--- src/rtl/lcd_write_scheduler.sv ---
// rtl/lcd_write_scheduler.sv - round-robin scheduler driving an HD44780-style LCD write bus
// Purpose: arbitrates two byte requesters onto one LCD bus and times each write
//   (setup, enable pulse, hold, execution wait) after a power-up delay.
// Ports:
//   clk, reset                     clock, synchronous active-high reset
//   req0_valid/rs/data, req0_ready byte handshake from requester 0
//   req1_valid/rs/data, req1_ready byte handshake from requester 1
//   lcd_rs, lcd_rw, lcd_en, lcd_data   LCD pins (rw tied low)
//   busy                           low only while waiting for a new byte
//   grant_id                       requester of the last accepted byte
module lcd_write_scheduler #(
  parameter int DATA_BITS = 8,
  parameter int T_POWERUP = 2000000,
  parameter int T_SETUP   = 2,
  parameter int T_EN      = 25,
  parameter int T_HOLD    = 2,
  parameter int T_SHORT   = 2500,
  parameter int T_LONG    = 100000
) (
  input  logic                 clk,
  input  logic                 reset,
  input  logic                 req0_valid,
  input  logic                 req0_rs,
  input  logic [DATA_BITS-1:0] req0_data,
  output logic                 req0_ready,
  input  logic                 req1_valid,
  input  logic                 req1_rs,
  input  logic [DATA_BITS-1:0] req1_data,
  output logic                 req1_ready,
  output logic                 lcd_rs,
  output logic                 lcd_rw,
  output logic                 lcd_en,
  output logic [DATA_BITS-1:0] lcd_data,
  output logic                 busy,
  output logic                 grant_id
);

  function automatic int max2(input int a, input int b);
    return (a > b) ? a : b;
  endfunction

  localparam int T_MAX = max2(max2(max2(T_POWERUP, T_SETUP), max2(T_EN, T_HOLD)),
                              max2(T_SHORT, T_LONG));
  localparam int CW = $clog2(T_MAX) + 1;

  // Terminal counts: the counter runs 0..limit-1 inside each timed phase.
  localparam logic [CW-1:0] LIM_POWERUP = CW'(T_POWERUP - 1);
  localparam logic [CW-1:0] LIM_SETUP   = CW'(T_SETUP - 1);
  localparam logic [CW-1:0] LIM_EN      = CW'(T_EN - 1);
  localparam logic [CW-1:0] LIM_HOLD    = CW'(T_HOLD - 1);
  localparam logic [CW-1:0] LIM_SHORT   = CW'(T_SHORT - 1);
  localparam logic [CW-1:0] LIM_LONG    = CW'(T_LONG - 1);

  typedef enum logic [2:0] {
    S_POWERUP,
    S_IDLE,
    S_SETUP,
    S_PULSE,
    S_HOLD,
    S_WAIT
  } state_t;

  state_t                 state, state_next;
  logic [CW-1:0]          cnt, cnt_next;
  logic                   last_grant;
  logic                   long_wait;
  logic                   take0, take1;
  logic                   sel_rs;
  logic [DATA_BITS-1:0]   sel_data;
  logic                   sel_long;

  assign lcd_rw = 1'b0;

  // Byte presented by the winner; only meaningful when take0 or take1 is set.
  assign sel_rs   = take1 ? req1_rs : req0_rs;
  assign sel_data = take1 ? req1_data : req0_data;
  // Clear display / return home (0x01..0x03 as a command) need the long wait.
  assign sel_long = !sel_rs && (sel_data[DATA_BITS-1:2] == '0) && (sel_data != '0);

  always_comb begin
    req0_ready = 1'b0;
    req1_ready = 1'b0;
    take0      = 1'b0;
    take1      = 1'b0;
    lcd_en     = 1'b0;
    busy       = 1'b1;
    state_next = state;
    cnt_next   = cnt + CW'(1);
    case (state)
      S_POWERUP: begin
        if (cnt == LIM_POWERUP) begin
          state_next = S_IDLE;
          cnt_next   = '0;
        end
      end
      S_IDLE: begin
        busy     = 1'b0;
        cnt_next = '0;
        // On a tie the requester that was not granted last time wins.
        req0_ready = req0_valid && (!req1_valid || last_grant);
        req1_ready = req1_valid && (!req0_valid || !last_grant);
        take0      = req0_ready;
        take1      = req1_ready;
        if (take0 || take1) state_next = S_SETUP;
      end
      S_SETUP: begin
        if (cnt == LIM_SETUP) begin
          state_next = S_PULSE;
          cnt_next   = '0;
        end
      end
      S_PULSE: begin
        lcd_en = 1'b1;
        if (cnt == LIM_EN) begin
          state_next = S_HOLD;
          cnt_next   = '0;
        end
      end
      S_HOLD: begin
        if (cnt == LIM_HOLD) begin
          state_next = S_WAIT;
          cnt_next   = '0;
        end
      end
      S_WAIT: begin
        if (cnt == (long_wait ? LIM_LONG : LIM_SHORT)) begin
          state_next = S_IDLE;
          cnt_next   = '0;
        end
      end
      default: begin
        state_next = S_POWERUP;
        cnt_next   = '0;
      end
    endcase
  end

  always_ff @(posedge clk) begin
    if (reset) begin
      state      <= S_POWERUP;
      cnt        <= '0;
      lcd_rs     <= 1'b0;
      lcd_data   <= '0;
      grant_id   <= 1'b0;
      last_grant <= 1'b1;
      long_wait  <= 1'b0;
    end else begin
      state <= state_next;
      cnt   <= cnt_next;
      if (take0 || take1) begin
        lcd_rs     <= sel_rs;
        lcd_data   <= sel_data;
        grant_id   <= take1;
        last_grant <= take1;
        long_wait  <= sel_long;
      end
    end
  end

endmodule

--- config.mk ---
export PLATFORM = sky130hd
export DESIGN_NAME = lcd_write_scheduler
export DESIGN_NICKNAME = d
export VERILOG_FILES = /design/src/rtl/lcd_write_scheduler.sv
export SDC_FILE = /design/constraint.sdc
export NUM_CORES = 1
export LEC_CHECK = 0
export CORE_MARGIN = 5
export CORE_UTILIZATION = 47
export DETAILED_ROUTE_END_ITERATION = 12
export GPL_TIMING_DRIVEN = 1
export PLACE_DENSITY = 0.71
export SETUP_SLACK_MARGIN = 0.05
export SLEW_MARGIN = 25
export SYNTH_ARGS = -nofsm -noshare
export SYNTH_HDL_FRONTEND = slang
export SYNTH_SLANG_ARGS = --single-unit
--- constraint.sdc ---
create_clock -name clk -period 2.4 [get_ports clk]
set_input_delay 0.72 -clock clk [delete_from_list [all_inputs] [get_ports clk]]
set_output_delay 0.72 -clock clk [all_outputs]
set_load 0.005 [all_outputs]
### Word level (Yosys, flattened, before mapping)

Index checks and enable logic that the tools add are counted.

* register bits after elaboration: 37

* reduce and logical (&&, ||, !) cells: 17
* add/subtract/negate cells: 1
* muxes and demuxes: 19
* eq/ne operators: 15

Operators with widths (number)
* two-way mux 22 bit: 4
* one-hot mux 22 bit (4 select lines): 1
* adder 22 x 1 -> 22 bit (second input constant): 1
* == test 22 x 1 -> 1 bit (second input constant): 1
* == test 22 x 17 -> 1 bit: 1
* == test 22 x 21 -> 1 bit (second input constant): 1
* == test 22 x 5 -> 1 bit (second input constant): 1
* two-way mux 3 bit: 6
* one-hot mux 3 bit (6 select lines): 1
* two-way mux 17 bit: 1
* inequality test 2 bit (second input constant): 6
* two-way mux 8 bit: 1
* nonzero test 8 bit: 1
* == test 3 x 2 -> 1 bit (second input constant): 2
* == test 3 bit (second input constant): 2
* logical NOT 6 bit: 1
* AND reduction 6 bit: 1
* two-way mux 1 bit: 5
* logical AND 1 bit: 4
* logical NOT 1 bit: 4
* logical OR 1 bit: 4
* == test 3 x 1 -> 1 bit (second input constant): 1
* logical NOT 3 bit: 1
* OR reduction 2 bit: 1

### Longest topological paths before layout

Gate-level depths: netlist of run 1.

* depth in word-level cells: 8
* gate-level depth with buffers: 8

### Least setup slack after synthesis of run 1

OpenSTA, ideal clock, no wires.

* path type: register -> register
* start point: reg cnt[14]
* end point: reg cnt[5]
* period minus slack after synthesis: 2050 ps
* buffers on the path: 1
* data arrival time: 1935 ps
* setup slack: 350 ps
* stages on the path, launching flop included: 8
* path through: dfxtp_1 > or4_4 > nor4_4 > nor4b_2 > a21oi_2 > o31ai_4 > buf_6 > nor2_2

* word-level cells in the longest chain between the ends: 3
* elaborated cells on any way between the ends: 9
* classes of those cells: eq/ne (4); mux (5)

RTL lines
* start, declared: line 64 `logic [CW-1:0] cnt, cnt_next;`
* start signal, assigned: line 149 `cnt <= cnt_next;`
* == test 22 x 17 -> 1 bit (tied with other cells): line 126 `if (cnt == (long_wait ? LIM_LONG : LIM_SHORT)) begin`
* two-way mux 22 bit (on tied branches)
* one-hot mux 22 bit (4 select lines) *: line 89 `case (state)`

Mark *: on every way between the ends. The rest lies on a longest branch, timed or not.
A chain may end at the register's enable or synchronous reset.

### Worst setup path in the final report of run 1

* start point: reg state[2]
* end point: out lcd_en

* word-level cells in the longest chain between the ends: 2

RTL lines
* start, declared: line 63 `state_t state, state_next;`
* start signal, assigned: line 148 `state <= state_next;`
* == test 3 x 2 -> 1 bit: line 89
* two-way mux 1 bit: line 89
* end, declared: line 32 `output logic lcd_en,`

No other way between the ends.

==> results of run 1 <==
## repair_timing
item                                   4_1_cts  5_1_grt
gates resized for setup                     10        1
gates cloned                                 0        0
endpoints found under the hold margin        0        0
setup endpoints to repair                    3        2
setup buffers                                2        0
## flip-flops by register name (all words and copies together) (netlist names)
name	flops
lcd_data	8
last_grant	1
long_wait	1
lcd_rs	1
grant_id	1
state	3
cnt	22
## logic make-up after synthesis
kind of cell / after synthesis
simple gates: 107
flops: 37
compound gates: 33
xor+xnor: 20
buf+inv: 20
mux: 9
fa+ha+maj: 3
other cells: 1
## per-stage QoR
| stage | std cells | total power [uW] | setup WS [ns] | util, % | setup TNS, ns |
|---|---|---|---|---|---|
| after global placement | 318 | 730.2 | -0.3168 | 61.05 | -0.6074 |
| after detailed placement | 318 | 732.8 | -0.3396 | 61.05 | -0.6570 |
| after floorplan | 230 | 681.1 | 0.3501 | - | 0 |
| after CTS | 328 | 1288 | 0.08113 | 64.42 | 0 |
| after global routing | 328 | 1328 | 0.05961 | 64.54 | 0 |
| final | 328 | 1272 | 0.1524 | 64.54 | 0 |
## synth_stat cells, drive strengths merged, types with 2 or more instances
master	n
xnor2	9
o21ai	4
mux2i	9
nor2	47
o211ai	2
or4	2
xor2	11
nor3b	2
or3	3
a21oi	7
nor4b	2
o22ai	2
nand3b	2
nand3	5
clkbuf	6
and4	4
inv	8
and3	4
nand2	16
a211oi	9
buf	6
nor4	5
nor3	7
ha	3
dfxtp	37
o2111ai	2
nand4	3
## final cells by class
class	count	area [um2]
clock inverters	1	30.03
fillers	367	1449
multi-input cells	173	1197
inverters	8	30.03
flip-flops and latches	37	740.7
well taps	50	62.56
repair buffers	52	490.5
clock buffers	7	86.33
## layer usage
layer / GRT usage (%) / vias up
met2: 28.57 / 37
met4: 6.408 / 0
met1: 22.54 / 818
li1: - / 901
met5: 0 / -
met3: 4.617 / 4
## power groups by stage
stage | Clock, uW | Sequential (uW) | Combinational [uW]
after floorplan | 0 | 637 | 43.8
after global placement | 0 | 639 | 91.6
after detailed placement | 0 | 639 | 94.1
after CTS | 570 | 624 | 93.8
after global routing | 600 | 626 | 102
final | 555 | 624 | 92.9
## worst register-to-register path, cell delays in order, from the launching register on
cell	delay (ns)
dfxtp_1	0.32
or4_4	0.54
nor4_4	0.19
nor4b_2	0.30
a21oi_2	0.15
o31ai_4	0.31
buf_12	0.22
nor2_1	0.08
## worst max-delay path by stage
stage / from / end / slack, ns / depth (start not counted)
after floorplan: cnt[14] / cnt[5] / 0.35 / 7
after global routing: state[2] / lcd_en / 0.06 / 4
after CTS: state[0] / busy / 0.08 / 3
after detailed placement: req1_valid / req1_ready / -0.34 / 5
after global placement: req1_valid / req1_ready / -0.32 / 5
final: state[2] / lcd_en / 0.15 / 4
==> results.cfg, run 1 <==
[synth]
ys_seq_area_share_pct = 36.52
synth_xor_area_share_pct = 8.637
synthDistinctLibCells = 50
synth_compound_area_share_pct = 12.65
netlist_area_um2 = 2028
synth.largest_area_cell = dfxtp_1
synth_seq_cells = 37
synth-simple-area-share_pct = 30.72
synth_area_per_cell_um2 = 8.818
synthArstFlopShare_pct = 0
synth_ff_type = dfxtp_1
synthMuxAreaShare_pct = 4.442
synth_top_family_by_area = simple AND/OR/NAND/NOR gates
synth_top_area_share_pct = 36.52
synth.area.top_cells = dfxtp_1 37%, nor2_2 6.2%, nor2_1 5.0%
synthCells = 230
yosys_warnings = 0
synth_adder_area_share_pct = 1.851
synth_edf_count = 0
synthesis.nets = 255

[setup_path]
cp-end-kind = primary output
critPathKind = flop to primary output
crit_path_cell_trace = buf_4, nand3b_1, inv_1, clkdlybuf4s50_1
rr_worst_depth = 7
critPathBufInv = 3
crit_arrival_ns = 1.53
reg2reg_to = cnt[8]
startpoint_type = flop
reg2reg_slack_ns = 0.19
worst_path_largest_cell_delay_ns = 0.49
crit_fanout = 9
slowest_stage = clkdlybuf4s50_1
crit_required_ns = 1.68
timing.rr.start = cnt[14]
cp_top_family = buffers and inverters

[placed_design]
dpl_cell_area_um2 = 2495
port_buffers = 35
gp_congestion = 0.7805
hpwlAfterDp_um = 3403

[min_path]
worstHoldPathCells = 2
hold-path-endpoint = grant_id
min_from = grant_id
hp-class = flop to flop

[detailed_routing]
drt_iter0_markers = 124
drc = 0
vias = 1760
firstDrtPassIters = 4
avgViaCountPerCell = 5.366
wire_per_inst_um = 13.70
drt-met1-wl_um = 2102
dr_wl_met3_um = 208
ant_nets = 0
dr_wl_met2_um = 2141
top_layer_used = met4
drt-total-wl_um = 4493

[die]
io_pins = 37
core_um2 = 4086
start_util_pct = 49.63
die_h_um = 75.69
num_rows = 23
die-area_um2 = 5729
die_w_um = 75.69

[pwr]
vdd_drop_max_uv = 342.7
p_sw_uw = 264.3
clockPowerShare_pct = 43.6
p_comb_share_pct = 7.3
switching_share_pct = 20.77
p_int_uw = 1008
p_seq_share_pct = 49.1
powerDensity_nw_per_um2 = 482.4
p_leak_uw = 0.001014

[sta]
fmax_mhz = 444.9
whs_ns = 0.4871
period_minus_slack_ns = 2.248
period_share_pct = 93.65
fin_skew_ns = 0.008241
drv_slew = 0
setup_viol = 0
finalHoldViolCount = 0
rsz0062_at_grt = no

[clock_network]
cts_num_sinks = 37
cts_root_buffer = clkbuf_8
clkSlewWorstSetupHoldPaths_ns = 0.08
cts_buffers = 5
clk-insertion-delay-late_ns = 0.28
cts_tree = done
cts_max_path_buffers = 2
holdBufCountCts = 0
htreeDepth = 2

[layout]
area_growth_pct = 30.04
final_common_cell = dfxtp_1
final_cell_area_um2 = 2638
final_nets = 302
final_cell_mix = 37 x dfxtp_1, 31 x clkdlybuf4s50_1, 27 x nor2_1
layout-drive-gt1-share_pct = 21.94
num_antenna_cells = 0

[grt]
track_usage_pct = 17.62
grt_pass1_wl_um = 7707
grt_pass1_vias = 1709
antenna_found_initial = 0
grt_max_degree = 22
overflow = 0

[status]
status = complete, no violations

[run]
cap_violations = 0
(Power assumes the default switching activity.)
==> run 2, diff against run 1 <==
--- a/config.mk
+++ b/config.mk
@@ -5,11 +5,12 @@
 export SDC_FILE = /design/constraint.sdc
 export NUM_CORES = 1
 export LEC_CHECK = 0
+export ABC_CLOCK_PERIOD_IN_PS = 2350
 export CORE_MARGIN = 5
-export CORE_UTILIZATION = 47
+export CORE_UTILIZATION = 52
 export DETAILED_ROUTE_END_ITERATION = 12
 export GPL_TIMING_DRIVEN = 1
-export PLACE_DENSITY = 0.71
+export PLACE_DENSITY = 0.77
 export SETUP_SLACK_MARGIN = 0.05
 export SLEW_MARGIN = 25
 export SYNTH_ARGS = -nofsm -noshare
==> constraint.sdc (replaced) <==
create_clock -name clk -period 2.35 [get_ports clk]
set_input_delay 0.705 -clock clk [delete_from_list [all_inputs] [get_ports clk]]
set_output_delay 0.705 -clock clk [all_outputs]
set_load 0.005 [all_outputs]
==> run 2 against run 1 <==
Register-to-register slack worse by 0.04 ns. Non-clock buffer count rose by 7. Combinational power increased by 3.8%. Sequential power is 2% higher. Global-route usage up 1.3 points. Hold slack worse by 0.0083 ns. Routed wire length grew 1.8%. Core utilization grew 7.0 points. Count of clock-buffer cells in the layout fell by 1. Clock power fell by 23%. Setup slack got worse by 0.0030 ns. Critical path type is now flop to flop. Largest power group unchanged.
==> results.cfg, run 2 (synthesized netlist as in run 1, its figures left out) <==
[placed_design]
place_inst = 316
gp_congestion = 0.8613
dpl_cell_area_um2 = 2492
port_buffers = 35
dp_slack_ns = -0.3589
hpwlAfterDp_um = 3352

[sta]
period_minus_slack_ns = 2.201
fmax_mhz = 454.4
whs_ns = 0.4789
rsz0062_at_grt = no
drv_slew = 0
finalHoldViolCount = 0
period_share_pct = 93.64
setup_viol = 0
worst_slack_ns = 0.1494
fin_skew_ns = 0.01003

[layout]
num_antenna_cells = 0
layout-drive-gt1-share_pct = 23.51
area_growth_pct = 31.15
final_cell_area_um2 = 2660
final_cell_mix = 37 x dfxtp_1, 30 x clkdlybuf4s50_1, 27 x nor2_1
regMostFlops = cnt
largest_register_ffs = 22
final_common_cell = dfxtp_1
top_regs = cnt x22, lcd_data x8, state x3
stdcell_count = 333
fillers = 316
final_nets = 309

[clock_network]
htreeDepth = 2
cts_tree = done
clkSlewWorstSetupHoldPaths_ns = 0.08
cts_root_buffer = clkbuf_8
cts_num_sinks = 37
cts_max_path_buffers = 2
clk-insertion-delay-late_ns = 0.29
cts_buffers = 5

[grt]
overflow = 0
grt_pass1_wl_um = 7893
antenna_found_initial = 0
track_usage_pct = 18.88
grt_pass1_vias = 1727
grt_max_degree = 22

[pwr]
p_leak_uw = 0.001064
power_uw = 1160
vdd_drop_max_uv = 491.3
powerDensity_nw_per_um2 = 436.0

[status]
status = complete, no violations

[setup_path]
crit_path_cell_trace = or4_4, nor4_4, nor4b_4, a21oi_2, o31ai_4, buf_12, nor2_1
cp-end-kind = flop
crit_fanout = 21
worst_path_largest_cell_delay_ns = 0.53
startpoint_type = flop
timing.rr.start = cnt[19]
rr_worst_depth = 7
crit_required_ns = 2.53
crit_path_start = cnt[19]
slowest_stage = or4_4
critPathKind = flop to flop
crit_arrival_ns = 2.38

[detailed_routing]
drt-total-wl_um = 4576
drc = 0
ant_nets = 0
drt_iter0_markers = 80
wire_per_inst_um = 13.74
vias = 1785
avgViaCountPerCell = 5.360
firstDrtPassIters = 4

[min_path]
hp-class = flop to flop
worstHoldPathCells = 2
min_from = grant_id

[die]
die_h_um = 72.45
die-area_um2 = 5249
num_rows = 22
io_pins = 37
core_um2 = 3716
start_util_pct = 54.58
die_w_um = 72.45

[run]
cap_violations = 0
[run 2: final timing paths]
path / end / slack, ns
setup / recovery: cnt[8] / 0.15
hold / removal: grant_id / 0.48
setup reg to reg: cnt[8] / 0.15
hold reg to reg: grant_id / 0.48
[run 2: stage by stage]
stage	utilization, %	setup TNS (ns)
final	71.58	0
after detailed placement	67.07	-0.6992
after global routing	71.58	0
after CTS	71.08	0
after global placement	67.07	-0.6471
after floorplan	-	0
[run 2: per-layer routing]
| metal | global-route usage [%] | vias to the layer above | wire (um) |
|---|---|---|---|
| met5 | 0 | - | 0 |
| met4 | 6.148 | 0 | 96 |
| met3 | 5.540 | 10 | 135 |
| met2 | 29.63 | 26 | 2154 |
| met1 | 24.89 | 840 | 2189 |
| li1 | - | 909 | - |
[run 2: report_power, final]
part / switching (uW) / internal, uW
registers: 6.39 / 631
logic: 43.8 / 52.6
clock network: 220 / 205
[run 2: final cells by class]
type                            instances  area [um2]  share of cell area [%]
Clock buffer                            6       72.57                   2.728
Clock inverter                          2       10.01                  0.3763
Inverter                                8       30.03                   1.129
Multi-Input combinational cell        173        1204                   45.25
Sequential cell                        37       740.7                   27.85
Tap cell                               48       60.06                   2.258
Timing Repair Buffer                   59       543.0                   20.41
[run 2: worst max-delay path, delay by kind of cell (launching register included)]
family / cells / cell delay [ns]
AO/OA/AOI/OAI: 2 / 0.44
flip-flops: 1 / 0.35
AND/OR/NAND/NOR: 4 / 1.07
buffers and inverters: 1 / 0.22
[run 2: what timing repair did]
action	CTS	global route
endpoints found under the setup margin	3	5
hold buffers	0	0
buffers inserted	9	0
pin swaps	0	1
resized for setup	9	4
cloned	0	0
